## config.mk

```make
export PLATFORM = sky130hd
export DESIGN_NAME = mult_stream_sequencer
export DESIGN_NICKNAME = d
export VERILOG_FILES = /design/src/rtl/mult_stream_sequencer.sv
export SDC_FILE = /design/constraint.sdc
export NUM_CORES = 1
export LEC_CHECK = 0
export CAP_MARGIN = 20
export CORE_UTILIZATION = 25
export DETAILED_ROUTE_END_ITERATION = 6
export PLACE_DENSITY = 0.42
export REMOVE_ABC_BUFFERS = 1
export SLEW_MARGIN = 30
export SYNTH_ARGS = -nofsm -noshare
export SYNTH_HDL_FRONTEND = slang
export SYNTH_SLANG_ARGS = --single-unit
```

## constraint.sdc

```tcl
create_clock -name pll_clock -period 2.03 [get_ports pll_clock]
set_clock_uncertainty 0.05 [all_clocks]
set_input_delay 0.3045 -clock pll_clock [delete_from_list [all_inputs] [get_ports pll_clock]]
set_output_delay 0.3045 -clock pll_clock [all_outputs]
set_load 0.01 [all_outputs]
```

## src/rtl/mult_stream_sequencer.sv

```systemverilog
// Streams operand read addresses around a pipelined multiplier and replays them,
// LATENCY cycles later, as result-RAM write enables/addresses; multi-pass, abort, lock supervision.
module mult_stream_sequencer #(
    parameter int ADDR_WIDTH = 9,
    parameter int LATENCY    = 8,
    parameter int LOOP_WIDTH = 16
) (
    input  logic                  pll_clock,
    input  logic                  resetn,
    input  logic                  start,
    input  logic                  abort,
    input  logic                  pll_lock,
    input  logic [ADDR_WIDTH-1:0] cfg_first,
    input  logic [ADDR_WIDTH-1:0] cfg_last,
    input  logic [LOOP_WIDTH-1:0] cfg_loops,
    output logic                  r_en,
    output logic [ADDR_WIDTH-1:0] r_addr,
    output logic                  we,
    output logic [ADDR_WIDTH-1:0] w_addr,
    output logic                  busy,
    output logic                  done,
    output logic                  lock_err,
    output logic [31:0]           cycle_count
);

    typedef enum logic [1:0] {S_IDLE, S_RUN, S_DRAIN, S_DONE} state_t;

    state_t                  state;
    logic [ADDR_WIDTH-1:0]   first_q;
    logic [ADDR_WIDTH-1:0]   last_q;
    logic [LOOP_WIDTH-1:0]   loops_left;
    logic [LATENCY-1:0]      dly_vld;
    logic [LATENCY-1:0]      vld_shift;
    logic [ADDR_WIDTH-1:0]   dly_addr [LATENCY];
    logic                    lock_lost;

    assign lock_lost = ((state == S_RUN) || (state == S_DRAIN)) && !pll_lock;

    // Next contents of the valid chain; DRAIN ends once nothing valid survives this shift.
    always_comb begin
        vld_shift    = dly_vld;
        vld_shift[0] = r_en;
        for (int i = 1; i < LATENCY; i++) begin
            vld_shift[i] = dly_vld[i-1];
        end
    end

    always_ff @(posedge pll_clock) begin
        if (!resetn || lock_lost) begin
            dly_vld <= '0;
            for (int i = 0; i < LATENCY; i++) begin
                dly_addr[i] <= '0;
            end
        end else begin
            dly_vld     <= vld_shift;
            dly_addr[0] <= r_addr;
            for (int i = 1; i < LATENCY; i++) begin
                dly_addr[i] <= dly_addr[i-1];
            end
        end
    end

    assign we     = dly_vld[LATENCY-1];
    assign w_addr = dly_addr[LATENCY-1];

    always_ff @(posedge pll_clock) begin
        if (!resetn) begin
            state       <= S_IDLE;
            first_q     <= '0;
            last_q      <= '0;
            loops_left  <= '0;
            r_en        <= 1'b0;
            r_addr      <= '0;
            busy        <= 1'b0;
            done        <= 1'b0;
            lock_err    <= 1'b0;
            cycle_count <= '0;
        end else begin
            if (busy && (cycle_count != 32'hFFFF_FFFF)) begin
                cycle_count <= cycle_count + 32'd1;
            end
            case (state)
                S_IDLE, S_DONE: begin
                    if (start) begin
                        if (pll_lock) begin
                            first_q     <= cfg_first;
                            last_q      <= cfg_last;
                            loops_left  <= (cfg_loops == '0) ? LOOP_WIDTH'(1) : cfg_loops;
                            done        <= 1'b0;
                            lock_err    <= 1'b0;
                            cycle_count <= '0;
                            r_en        <= 1'b1;
                            r_addr      <= cfg_first;
                            busy        <= 1'b1;
                            state       <= S_RUN;
                        end else begin
                            lock_err <= 1'b1;
                            state    <= S_IDLE;
                        end
                    end
                end
                S_RUN: begin
                    if (!pll_lock) begin
                        lock_err <= 1'b1;
                        done     <= 1'b0;
                        busy     <= 1'b0;
                        r_en     <= 1'b0;
                        state    <= S_IDLE;
                    end else if (abort || ((r_addr == last_q) && (loops_left == LOOP_WIDTH'(1)))) begin
                        r_en  <= 1'b0;
                        state <= S_DRAIN;
                    end else if (r_addr == last_q) begin
                        loops_left <= loops_left - 1'b1;
                        r_addr     <= first_q;
                    end else begin
                        r_addr <= r_addr + 1'b1;
                    end
                end
                S_DRAIN: begin
                    if (!pll_lock) begin
                        lock_err <= 1'b1;
                        done     <= 1'b0;
                        busy     <= 1'b0;
                        state    <= S_IDLE;
                    end else if (!(|vld_shift)) begin
                        busy  <= 1'b0;
                        done  <= 1'b1;
                        state <= S_DONE;
                    end
                end
                default: state <= S_IDLE;
            endcase
        end
    end

endmodule

```

==> flow_metrics.tcl, run 1 <==
set metrics [dict create \
    status "complete, but fails checks" \
    violations "setup timing" \
    nNetsFinal 923 \
    hold_depth 1 \
    critPathMaxStageDelay_ns 0.52 \
    yosysTopAreaCell "dfxtp_1" \
    drive_gt1_frac 0.199 \
    path_cells "inv_2 -> ha_4 -> nor3b_4 -> nand4b_4 -> or4b_4 -> a21oi_4 -> buf_12 -> mux2i_1 -> nor2_1" \
    synth_ff_type "dfxtp_1" \
    io_pins 94 \
    rsz0062_at_grt "true" \
    relSlewSlack 0.684 \
    dpl.hpwl_um 11800 \
    min_from "dly_addr[1][9]" \
    rr_endpoint "loops_left[1]" \
    cts_buffer_depth 2 \
    synthMuxAreaShare 0.0335 \
    synth_top_family_by_area "simple AND/OR/NAND/NOR gates" \
    die_x_um 164 \
    htreeDepth 4 \
    ff2ff_path_depth 9 \
    rr_startpoint "loops_left[1]" \
    initialDrtViolationCount 336 \
    first_global_vias 5072 \
    cts_tree "built" \
    finalCritPeriodShare 1.04 \
    netlist_area_um2 6540 \
    syn_inst 710 \
    tightest_slew_ns 0.470 \
    drc 0 \
    grt_pass1_wl_um 27300 \
    worst_hold_slack_ns 0.371 \
    hold_violations 0 \
    path_buf_inv 2 \
    crit_path_end_kind "flop" \
    ys_ff_latch 161 \
    synth_cell_type_count 53 \
    critPathLaunchType "flop" \
    synth_xor_area_frac 0.0656 \
    syn_area_per_cell_um2 9.21 \
    fillers 2622 \
    drtAntennaViolNets 0 \
    antennaDiodeCount 0 \
    synth_edf_count 0 \
    setup_ws_ns -0.0725 \
    fmax_ghz 0.476 \
    die_h_um 164 \
    peakVddDrop_mv 0.410 \
    antenna_found_initial 0 \
    critPathKind "flop to flop" \
    synth_area_leaders "dfxtp_1 49%, and2_1 7.7%, nand2_1 4.0%" \
    finalMaxSlewViolations 0 \
    total_power_mw 7.61 \
    path_max_fanout 8 \
    cts-buffers-inserted 17 \
    cellPowerDensity_nw_per_um2 832 \
    max_cap_viol_count 0 \
    r2r_setup_slack_ns -0.07 \
    clkTransAtPathRegs_ns 0.07 \
    clock-sinks 161 \
    syn2layout_area_growth_pct 39.9 \
    design.core.area_um2 25400 \
    grt_max_degree 78 \
    critPathArrivalTime_ns 2.35 \
    preCtsSetupSlack_ns -0.468 \
    first_pass_iters 4 \
    synth-simple-area-share 0.262 \
    fin_crit_ns 2.10 \
    ys_warn_count 0 \
    synthAdderAreaFrac 0.0115 \
    hp-class "flop to flop" \
    synth_top_cell_area_share 0.493 \
    initial_core_util 0.257 \
    wl_per_cell_um 13.7 \
    hold_path_end "dly_addr[1][18]" \
    power_leakage_nw 3.48 \
    track_usage 0.132 \
    yosysSeqAreaShare 0.493 \
    crit_family "simple AND/OR/NAND/NOR gates" \
    totalWireLength_um 16700 \
    critPathSlowestCell "or4b_4" \
    clockRootBuffer "clkbuf_16" \
    port_buffers 93 \
    routed_via_density 4.27 \
    synth_compound_area_frac 0.0940 \
    gp_congestion 0.761 \
    synthArstFlopShare 0 \
    routed-via-count 5219 \
    fp-row-count 58 \
    overflow 0 \
    cp-startpoint "loops_left[1]" \
    required_ns 2.28 \
    setup_viol 13 \
    dieArea_um2 26800 \
    worst_skew_pair.late_latency_ns 0.43 \
]
==> worst max path at each step <==
stage,slack (ns),end,cells after the start
after floorplan,-1.11,dly_addr[0][10],3
after global placement,-0.41,loops_left[1],8
after detailed placement,-0.47,loops_left[11],8
after CTS,-0.06,loops_left[1],9
after global routing,-0.16,loops_left[1],9
final,-0.07,loops_left[1],9
==> per-layer routing <==
layer	track usage	wire (um)
met1	0.183	8390
met2	0.203	7510
met3	0.0288	626
met4	0.0404	195
met5	0	0
==> placed cells by master (no fill, tap or decap), types with 22 or more instances in the layout <==
cell type        instances
buf_4                   93
clkdlybuf4s50_1         93
nor3_1                  22
nor2_1                  63
a21oi_1                 32
dfxtp_1                158
and2_1                  80
nand2_1                 70
nand3_1                 23
xnor2_1                 26
==> state kept, by name (all words and copies together) (netlist names) <==
| name | cells |
|---|---|
| loops_left | 16 |
| r_en | 1 |
| last_q | 9 |
| r_addr | 9 |
| first_q | 9 |
| lock_err | 1 |
| state | 2 |
| cycle_count | 32 |
| dly_vld | 8 |
| dly_addr | 72 |
| busy | 1 |
| done | 1 |
==> stage by stage <==
stage | util | area [um2] | std cells | TNS, ns
after floorplan | - | 6320 | 667 | -105.05
after global placement | 0.332 | 8430 | 1185 | -4.84
after detailed placement | 0.332 | 8430 | 1185 | -5.64
after CTS | 0.357 | 9070 | 1220 | -0.215
after global routing | 0.360 | 9150 | 1221 | -2.32
final | 0.360 | 9150 | 1221 | -0.465
==> report_power, final <==
| group | internal [mW] | switching, mW |
|---|---|---|
| Combinational | 0.587 | 0.618 |
| Clock | 1.64 | 1.43 |
| Sequential | 3.26 | 0.0644 |
==> cells in the mapped netlist (2+ instances only) <==
library cell / n
dfxtp_1: 161
and2_1: 80
nand2_1: 70
nor2_1: 68
a21oi_1: 34
clkbuf_1: 28
xnor2_1: 28
nand3_1: 24
nor3_1: 23
xor2_1: 21
nand4_1: 18
mux2i_1: 14
nor4_1: 14
inv_1: 11
buf_4: 9
o21ai_0: 9
a211oi_2: 7
and3_1: 7
mux2_2: 7
o211ai_1: 7
ha_1: 6
nor2b_1: 5
a211oi_1: 4
a22oi_1: 4
nand2b_1: 4
nor3b_1: 4
o31ai_1: 4
a31oi_1: 3
buf_2: 3
o22ai_1: 3
or3_1: 3
a211o_1: 2
buf_6: 2
clkinv_1: 2
nor4_2: 2
o21a_1: 2
==> worst reg2reg max path, cell delays in order, from the launching register on <==
cell      delay (ns)
dfxtp_2         0.33
inv_2           0.05
ha_4            0.15
nor3b_4         0.15
nand4b_4        0.11
or4b_4          0.52
a21oi_4         0.22
buf_12          0.15
mux2i_1         0.18
nor2_1          0.05
==> layout make-up <==
cell class | instances | area [um2] | share of cell area
clock buffer | 18 | 439 | 0.0480
clock inverter | 14 | 124 | 0.0135
inverter | 13 | 48.8 | 0.00534
multi-input combinational | 493 | 3170 | 0.347
sequential | 161 | 3230 | 0.353
tap | 330 | 413 | 0.0451
timing repair buffer | 192 | 1720 | 0.188
==> what timing repair did <==
action | 4_1_cts | 5_1_grt
pin swaps | 8 | 6
gates resized for setup | 13 | 18
endpoints found under the setup margin | 19 | 33
buffers inserted | 3 | 1
hold buffers | 0 | 0
==> cell families after synthesis <==
| logic type | count (synthesis) |
|---|---|
| AO/OA/AOI/OAI | 89 |
| XOR/XNOR | 49 |
| adder cells (fa/ha/maj) | 6 |
| buffers and inverters | 56 |
| flip-flops | 161 |
| multiplexers | 21 |
| AND/OR/NAND/NOR | 328 |
Power figures use the tool's default switching activity.
==> run 2: changes to the inputs <==
--- a/config.mk
+++ b/config.mk
@@ -8,6 +8,7 @@
 export CAP_MARGIN = 20
 export CORE_UTILIZATION = 25
 export DETAILED_ROUTE_END_ITERATION = 6
+export GPL_TIMING_DRIVEN = 0
 export PLACE_DENSITY = 0.42
 export REMOVE_ABC_BUFFERS = 1
 export SLEW_MARGIN = 30
==> flow_metrics.tcl, run 2 (same netlist as run 1, synthesis figures left out) <==
set metrics [dict create \
    finalCritPeriodShare 1.04 \
    dpl.hpwl_um 10800 \
    first_pass_iters 4 \
    gp_congestion 0.767 \
    layout.cells.non_filler 1180 \
    path_max_fanout 8 \
    setup_ws_ns -0.0876 \
    setup_viol 17 \
    max_cap_viol_count 0 \
    design.core.area_um2 25400 \
    total_power_mw 8.18 \
    drc 0 \
    first_global_vias 5020 \
    post-route-util 0.370 \
    die_h_um 164 \
    initial_core_util 0.257 \
    relSlewSlack 0.555 \
    top_register "dly_addr" \
    violations "setup timing" \
    dp.cells 1095 \
    critPathKind "flop to flop" \
    routed_via_density 4.40 \
    antenna_found_initial 0 \
    wl_per_cell_um 14.6 \
    rsz0062_at_grt "true" \
    finalMaxSlewViolations 0 \
    syn2layout_area_growth_pct 43.9 \
    clock-sinks 161 \
    fmax_ghz 0.472 \
    worst_hold_slack_ns 0.373 \
    largestRegisters "dly_addr x72, cycle_count x32, loops_left x16" \
    antennaDiodeCount 0 \
    htreeDepth 4 \
    clockRootBuffer "clkbuf_16" \
    overflow 0 \
    nNetsFinal 882 \
    power_leakage_nw 3.48 \
    tns_ns -0.676 \
    fp-row-count 58 \
    io_pins 94 \
    port_buffers 93 \
    clkTransAtPathRegs_ns 0.07 \
    cts-buffers-inserted 17 \
    ctsHoldBuffers 0 \
    fin_crit_ns 2.12 \
    fillers 2581 \
    initialDrtViolationCount 267 \
    mostFrequentLayoutCells "138 x dfxtp_1, 91 x clkdlybuf4s50_1, 80 x and2_1, 66 x nand2_1, 58 x nor2_1" \
    status "complete, but fails checks" \
    totalWireLength_um 17200 \
    grt_max_degree 34 \
    critPathLaunchType "flop" \
    largest_reg_flops 72 \
    critPathArrivalTime_ns 2.38 \
    drtAntennaViolNets 0 \
    cts_tree "built" \
    cellPowerDensity_nw_per_um2 870 \
    grt_pass1_wl_um 27500 \
    hold_violations 0 \
    dieArea_um2 26800 \
    preCtsSetupSlack_ns -1.20 \
    drive_gt1_frac 0.236 \
    hp-class "flop to flop" \
    crit_path_end_kind "flop" \
    routed-via-count 5197 \
    cts_buffer_depth 2 \
    worst_skew_pair.late_latency_ns 0.42 \
    die_x_um 164 \
    tightest_slew_ns 0.666 \
    peakVddDrop_mv 0.461 \
    layout_commonest_cell "dfxtp_1" \
    track_usage 0.132 \
    postPlaceCellArea_um2 7800 \
    required_ns 2.29 \
    final_area_um2 9410 \
]
[run 2: power by group]
group / switching (mW) / leakage, nW / total [mW] / internal [mW]
registers: 0.111 / 1.32 / 3.38 / 3.27
logic: 0.670 / 1.86 / 1.31 / 0.636
clock network: 1.32 / 0.302 / 3.50 / 2.18
[run 2: path summary, 6_finish.rpt]
kind,cells after the start,start,to,slack [ns]
min reg2reg,1,dly_addr[1][14],dly_addr[1][23],0.37
max,9,loops_left[1],loops_left[1],-0.09
min,1,dly_addr[1][14],dly_addr[1][23],0.37
max reg2reg,9,loops_left[1],loops_left[1],-0.09
[run 2: worst max-delay path: stages, from the launching register on]
cell,delay [ns]
dfxtp_2,0.34
inv_2,0.05
ha_4,0.15
nor3b_4,0.15
nand4b_4,0.13
or4b_4,0.52
a21oi_4,0.24
buf_12,0.15
mux2i_1,0.18
nor2_1,0.05
[run 2: final cells by class]
class | instances | area (um2) | share of cell area
Timing Repair Buffer | 149 | 1470 | 0.156
Multi-Input combinational cell | 495 | 3550 | 0.377
Clock buffer | 18 | 429 | 0.0456
Tap cell | 330 | 413 | 0.0439
Clock inverter | 14 | 213 | 0.0226
Sequential cell | 161 | 3270 | 0.348
Inverter | 13 | 62.6 | 0.00665
[run 2: routing by layer]
metal  global-route usage  wire length (um)
met5                    0                 0
met1                0.179              8500
met3               0.0215               484
met4               0.0501               275
met2                0.211              7950
[run 2: repair_timing]
item,4_1_cts,5_1_grt
gates cloned,3,0
pin swaps,22,22
setup buffers,33,20
setup endpoints to repair,139,113
gates resized for setup,82,56
